`src/rtl/gated_clock_monitor_if.sv`:
```
// Bundle of the monitored gated clock, its error-clear input and the
// lock/measurement status returned by gated_clock_monitor.
interface gated_clock_monitor_if #(
  parameter int CNT_W = 8
);
  logic             gclk_in;
  logic             clear;
  logic             edge_pulse;
  logic             clk_valid;
  logic [CNT_W-1:0] half_period;
  logic             period_err;

  modport master (
    output gclk_in, clear,
    input  edge_pulse, clk_valid, half_period, period_err
  );

  modport slave (
    input  gclk_in, clear,
    output edge_pulse, clk_valid, half_period, period_err
  );
endinterface

```
`src/rtl/gated_clock_monitor.sv`:
```
// Receive-side lock detector for a valid-gated clock: synchronizes gclk_in,
// measures the half-period between transitions and locks after a stable run.
module gated_clock_monitor #(
  parameter int CNT_W       = 8,
  parameter int LOCK_CYCLES = 4,
  parameter int TOLERANCE   = 1,
  parameter int TIMEOUT     = 16
) (
  input  logic                  clk,
  input  logic                  rst_n,
  gated_clock_monitor_if.slave  bus
);

  typedef enum logic [1:0] {IDLE, FIRST, ACQUIRE, LOCKED} state_t;

  localparam logic [CNT_W-1:0]        CNT_MAX = '1;
  localparam logic [CNT_W-1:0]        TO_P    = CNT_W'(TIMEOUT);
  localparam logic signed [CNT_W:0]   TOL_P   = (CNT_W+1)'(TOLERANCE);
  localparam logic [3:0]              LOCK_P  = 4'(LOCK_CYCLES);

  logic [2:0]       sync_pipe;
  logic             edge_det;

  state_t           state_q, state_d;
  logic [CNT_W-1:0] cnt_q, cnt_d;
  logic [CNT_W-1:0] ref_q, ref_d;
  logic [3:0]       mcnt_q, mcnt_d;
  logic [CNT_W-1:0] hp_q, hp_d;
  logic             valid_q, valid_d;
  logic             err_q, err_d;

  logic [CNT_W-1:0]    interval;
  logic signed [CNT_W:0] diff;
  logic                match;
  logic [3:0]          mcnt_inc;
  logic                bad;

  // sync_pipe[0] is the metastability flop; edges are taken from the later two
  always_ff @(posedge clk or negedge rst_n) begin
    if (!rst_n) sync_pipe <= '0;
    else        sync_pipe <= {sync_pipe[1:0], bus.gclk_in};
  end

  assign edge_det = sync_pipe[1] ^ sync_pipe[2];

  assign interval = (cnt_q == CNT_MAX) ? cnt_q : cnt_q + 1'b1;
  assign diff     = $signed({1'b0, interval}) - $signed({1'b0, ref_q});
  assign match    = (diff <= TOL_P) && (diff >= -TOL_P);
  assign mcnt_inc = mcnt_q + 4'd1;

  always_ff @(posedge clk or negedge rst_n) begin
    if (!rst_n) begin
      state_q <= IDLE;
      cnt_q   <= '0;
      ref_q   <= '0;
      mcnt_q  <= '0;
      hp_q    <= '0;
      valid_q <= 1'b0;
      err_q   <= 1'b0;
    end else begin
      state_q <= state_d;
      cnt_q   <= cnt_d;
      ref_q   <= ref_d;
      mcnt_q  <= mcnt_d;
      hp_q    <= hp_d;
      valid_q <= valid_d;
      err_q   <= err_d;
    end
  end

  always_comb begin
    state_d = state_q;
    ref_d   = ref_q;
    mcnt_d  = mcnt_q;
    hp_d    = hp_q;
    valid_d = valid_q;
    bad     = 1'b0;
    cnt_d   = edge_det ? '0 : ((cnt_q == CNT_MAX) ? cnt_q : cnt_q + 1'b1);

    if (edge_det) begin
      case (state_q)
        IDLE: state_d = FIRST;
        FIRST: begin
          ref_d   = interval;
          mcnt_d  = '0;
          state_d = ACQUIRE;
        end
        ACQUIRE: begin
          if (match) begin
            mcnt_d = mcnt_inc;
            if (mcnt_inc == LOCK_P) begin
              state_d = LOCKED;
              hp_d    = ref_q;
              valid_d = 1'b1;
            end
          end else begin
            ref_d  = interval;
            mcnt_d = '0;
          end
        end
        LOCKED: begin
          if (!match) begin
            bad     = 1'b1;
            valid_d = 1'b0;
            ref_d   = interval;
            mcnt_d  = '0;
            state_d = ACQUIRE;
          end
        end
        default: state_d = IDLE;
      endcase
    end else if (state_q != IDLE && cnt_q == TO_P) begin
      // source gated off: an edge landing on the same cycle takes the branch above
      state_d = IDLE;
      valid_d = 1'b0;
      mcnt_d  = '0;
    end

    // a fresh error outranks a simultaneous clear
    if (bad)            err_d = 1'b1;
    else if (bus.clear) err_d = 1'b0;
    else                err_d = err_q;
  end

  assign bus.edge_pulse  = edge_det;
  assign bus.clk_valid   = valid_q;
  assign bus.half_period = hp_q;
  assign bus.period_err  = err_q;

endmodule

```
`src/flat_wrapper.sv`:
```
// flat-port wrapper written by rule: the top's interface ports become plain ports
module gated_clock_monitor_flat 
#(
  parameter int CNT_W       = 8,
  parameter int LOCK_CYCLES = 4,
  parameter int TOLERANCE   = 1,
  parameter int TIMEOUT     = 16
)
  (clk, rst_n, bus_gclk_in, bus_clear, bus_edge_pulse, bus_clk_valid, bus_half_period, bus_period_err);
  gated_clock_monitor_if #(.CNT_W(CNT_W)) bus_i ();
  input  logic clk;
  input  logic rst_n;
  input wire logic [$bits(bus_i.gclk_in)-1:0] bus_gclk_in;
  input wire logic [$bits(bus_i.clear)-1:0] bus_clear;
  output wire logic [$bits(bus_i.edge_pulse)-1:0] bus_edge_pulse;
  output wire logic [$bits(bus_i.clk_valid)-1:0] bus_clk_valid;
  output wire logic [$bits(bus_i.half_period)-1:0] bus_half_period;
  output wire logic [$bits(bus_i.period_err)-1:0] bus_period_err;
  assign bus_i.gclk_in = bus_gclk_in;
  assign bus_i.clear = bus_clear;
  assign bus_edge_pulse = bus_i.edge_pulse;
  assign bus_clk_valid = bus_i.clk_valid;
  assign bus_half_period = bus_i.half_period;
  assign bus_period_err = bus_i.period_err;
  gated_clock_monitor #(.CNT_W(CNT_W), .LOCK_CYCLES(LOCK_CYCLES), .TOLERANCE(TOLERANCE), .TIMEOUT(TIMEOUT)) u_core (.clk(clk), .rst_n(rst_n), .bus(bus_i));
endmodule
```
`config.mk`:
```
export PLATFORM = sky130hd
export DESIGN_NAME = gated_clock_monitor_flat
export DESIGN_NICKNAME = d
export VERILOG_FILES = /design/src/rtl/gated_clock_monitor_if.sv /design/src/rtl/gated_clock_monitor.sv /design/src/flat_wrapper.sv
export SDC_FILE = /design/constraint.sdc
export NUM_CORES = 1
export LEC_CHECK = 0
export CORE_UTILIZATION = 35
export CTS_BUF_LIST = sky130_fd_sc_hd__clkbuf_8
export DETAILED_ROUTE_END_ITERATION = 10
export GPL_TIMING_DRIVEN = 1
export HOLD_SLACK_MARGIN = 0.05
export MAX_ROUTING_LAYER = met4
export PLACE_DENSITY = 0.63
export SETUP_SLACK_MARGIN = 0.1
export SLEW_MARGIN = 0
export SYNTH_ARGS = -nofsm -noshare
export SYNTH_HDL_FRONTEND = slang
export SYNTH_SLANG_ARGS = --single-unit
```
`constraint.sdc`:
```
create_clock -name clk -period 12.7 [get_ports clk]
set_input_delay 3.81 -clock clk [delete_from_list [all_inputs] [get_ports clk]]
set_output_delay 3.81 -clock clk [all_outputs]
set_load 0.03 [all_outputs]
```
==> impl_metrics.yaml <==
run_status:
  status: "finished, final reports clean"
die:
  fp-row-count: 27
  die_area_um2: 6000
  die_h_um: 77.4
  core_region_area_um2: 5510
  design.portCount: 15
  start_util_pct: 36.2
  die_w_um: 77.4
clock_tree:
  cts_buffers: 5
  cts_tree: "yes"
  clk_latency_ns: 0.29
  cts_root_buffer: "clkbuf_8"
  htree_levels: 2
  cts_setup_buffers: 0
  hold_buffers: 0
  cts_resized: 0
  path_clk_slew_ns: 0.08
  cts_sinks: 35
  ctsLongestPathBuffers: 2
power:
  ir_drop_v: 0.0000820
  power_density_nw_per_um2: 158
  p_leak_uw: 0.00109
setup_path:
  worstPathMaxFanout: 16
  crit_path_start_kind: "register"
  critical_path_class: "register to output pin"
  critPathArrivalTime_ns: 1.71
  r2r_cells: 19
  endpoint_kind: "output pin"
  crit_required_ns: 8.89
logic_synthesis:
  avgSynthCellArea_um2: 10.5
  syn_nets: 208
  synth.distinct_cells: 39
  synth_warnings: 0
  async_flop_share_pct: 100
  synth-seq-cells: 35
  ys_dominant_reg_cell: "dfrtp_1"
  mappedNetlistArea_um2: 1990
  synth_edf_count: 0
  synth.yosys.seq_area_share_pct: 44.0
  synth_cells: 189
finish:
  syn_to_final_growth_pct: 16.3
  most-common-layout-cells: "35 x dfrtp_1, 17 x inv_1, 15 x mux2_2"
  diodes: 0
  nets: 230
  drive_above_1_share_pct: 13.7
  layout_commonest_cell: "dfrtp_1"
timing:
  setup_viol: 0
  period_share_pct: 43.5
  slew_violations: 0
  clock.fmax_mhz: 181
  fin_worst_skew_ns: 0.0104
  hold_viol_final: 0
  finalWorstPathRequiredPeriod_ns: 5.52
  slew_headroom_pct: 50.4
  setup_tns_ns: 0
  whs_ns: 0.355
  worst_pin_slew_ns: 0.738
  rsz0062_at_grt: "no"
global_route:
  grt_max_degree: 36
  grt_remaining_overflow: 0
  grt_pass1_wl_mm: 6.38
  track_usage_pct: 13.9
  antenna_found_initial: 0
  grt_pass1_vias: 1385
run:
  max-cap-violations: 0
placement:
  place_hpwl_mm: 2.64
  place_congestion: 0.834
  port_buffers: 14
hold_path:
  holdPathStages: 0
  min_path_type: "register to register"
drt:
  initialDrtViolationCount: 52
  antenna_left: 0
  viasPerCell: 4.97
  drc: 0
  vias: 1411
  dr.pass1.iters: 4
  wire_per_inst_um: 12.3
  routed_wl_mm: 3.50
synth_stat cells (all sizes together) (2+ instances only):
cell	count	area share, %
inv	17	3.2
a22o	2	0.88
o21ai	7	1.8
nand2b	4	1.3
xor2	4	1.8
mux2	15	8.5
o21a	2	0.75
nand4b	2	0.88
dfrtp	35	44
o2111ai	2	0.88
mux2i	2	1.0
a211oi	2	1.0
nor2b	6	1.9
a31o	2	0.88
a21o	4	1.5
a21oi	6	1.5
nor2	14	2.6
a211o	2	0.88
a2111oi	3	1.3
and3	7	2.2
nand2	9	1.7
xnor2	5	2.2
nor3	5	1.3
ha	14	8.8
nand3	6	1.5
cell families after synthesis:
family                     Yosys count  share of synthesized area, %
and+or+nand+nor                     57                          15.5
AOI/OAI and AO/OA                   38                          13.9
DFF                                 35                          44.0
buffers and inverters               18                          3.39
muxes                               17                          9.48
adders and majority gates           15                          9.80
xor gates and xnor gates             9                          3.96
state kept, by name, indices dropped and copies added (netlist names):
signal and count:
u_core.bus.period_err 1, u_core.sync_pipe 3, u_core.state_q 2, u_core.cnt_q 8, u_core.bus.clk_valid 1, u_core.ref_q 8
u_core.mcnt_q 4, u_core.bus.half_period 8
critical path, stage by stage (launching register included):
cell	delay, ns
dfrtp_1	0.38
xor2_1	0.14
buf_4	0.21
clkdlybuf4s50_1	0.69
final timing paths:
path / to / from / slack (ns)
hold / removal: u_core.sync_pipe[1] / u_core.sync_pipe[0] / 0.35
setup / recovery: bus_edge_pulse / u_core.sync_pipe[2] / 7.18
min in group asynchronous: u_core.bus.half_period[2] / rst_n / 3.93
setup reg to reg: u_core.bus.half_period[5] / u_core.cnt_q[0] / 7.89
hold reg to reg: u_core.sync_pipe[1] / u_core.sync_pipe[0] / 0.35
max in group asynchronous: u_core.sync_pipe[0] / rst_n / 8.46
where the power goes:
group          internal, uW  switching (uW)
clock network          37.5            38.8
registers               123            12.0
logic                  65.9            89.4
through the flow:
step,utilization (%),worst slack (ns),instance area [um2],total power (uW),cells
final,42.1,7.18,2320,367,284
after global routing,42.1,7.10,2320,401,284
after CTS,42.1,7.16,2320,371,284
after detailed placement,40.6,7.48,2230,293,276
after global placement,40.6,7.49,2230,292,276
after floorplan,-,7.70,1990,260,189
metal layers:
layer  up-vias  part of all wire, %  global-route usage [%]
met1       670                   49                    17.2
li1        718                    -                       -
met2        17                   47                    22.0
met3         6                  2.1                    2.82
met5         -                    0                       -
met4         0                  1.9                    5.66
area by class of cell:
type,instances,area [um2]
clock inverter,3,15.0
multi-input combinational,136,1050
fill,539,3190
clock buffer,5,68.8
timing repair buffer,16,155
tap,72,90.1
inverter,17,63.8
sequential,35,876
No activity file was read; power rests on OpenSTA's default activity.
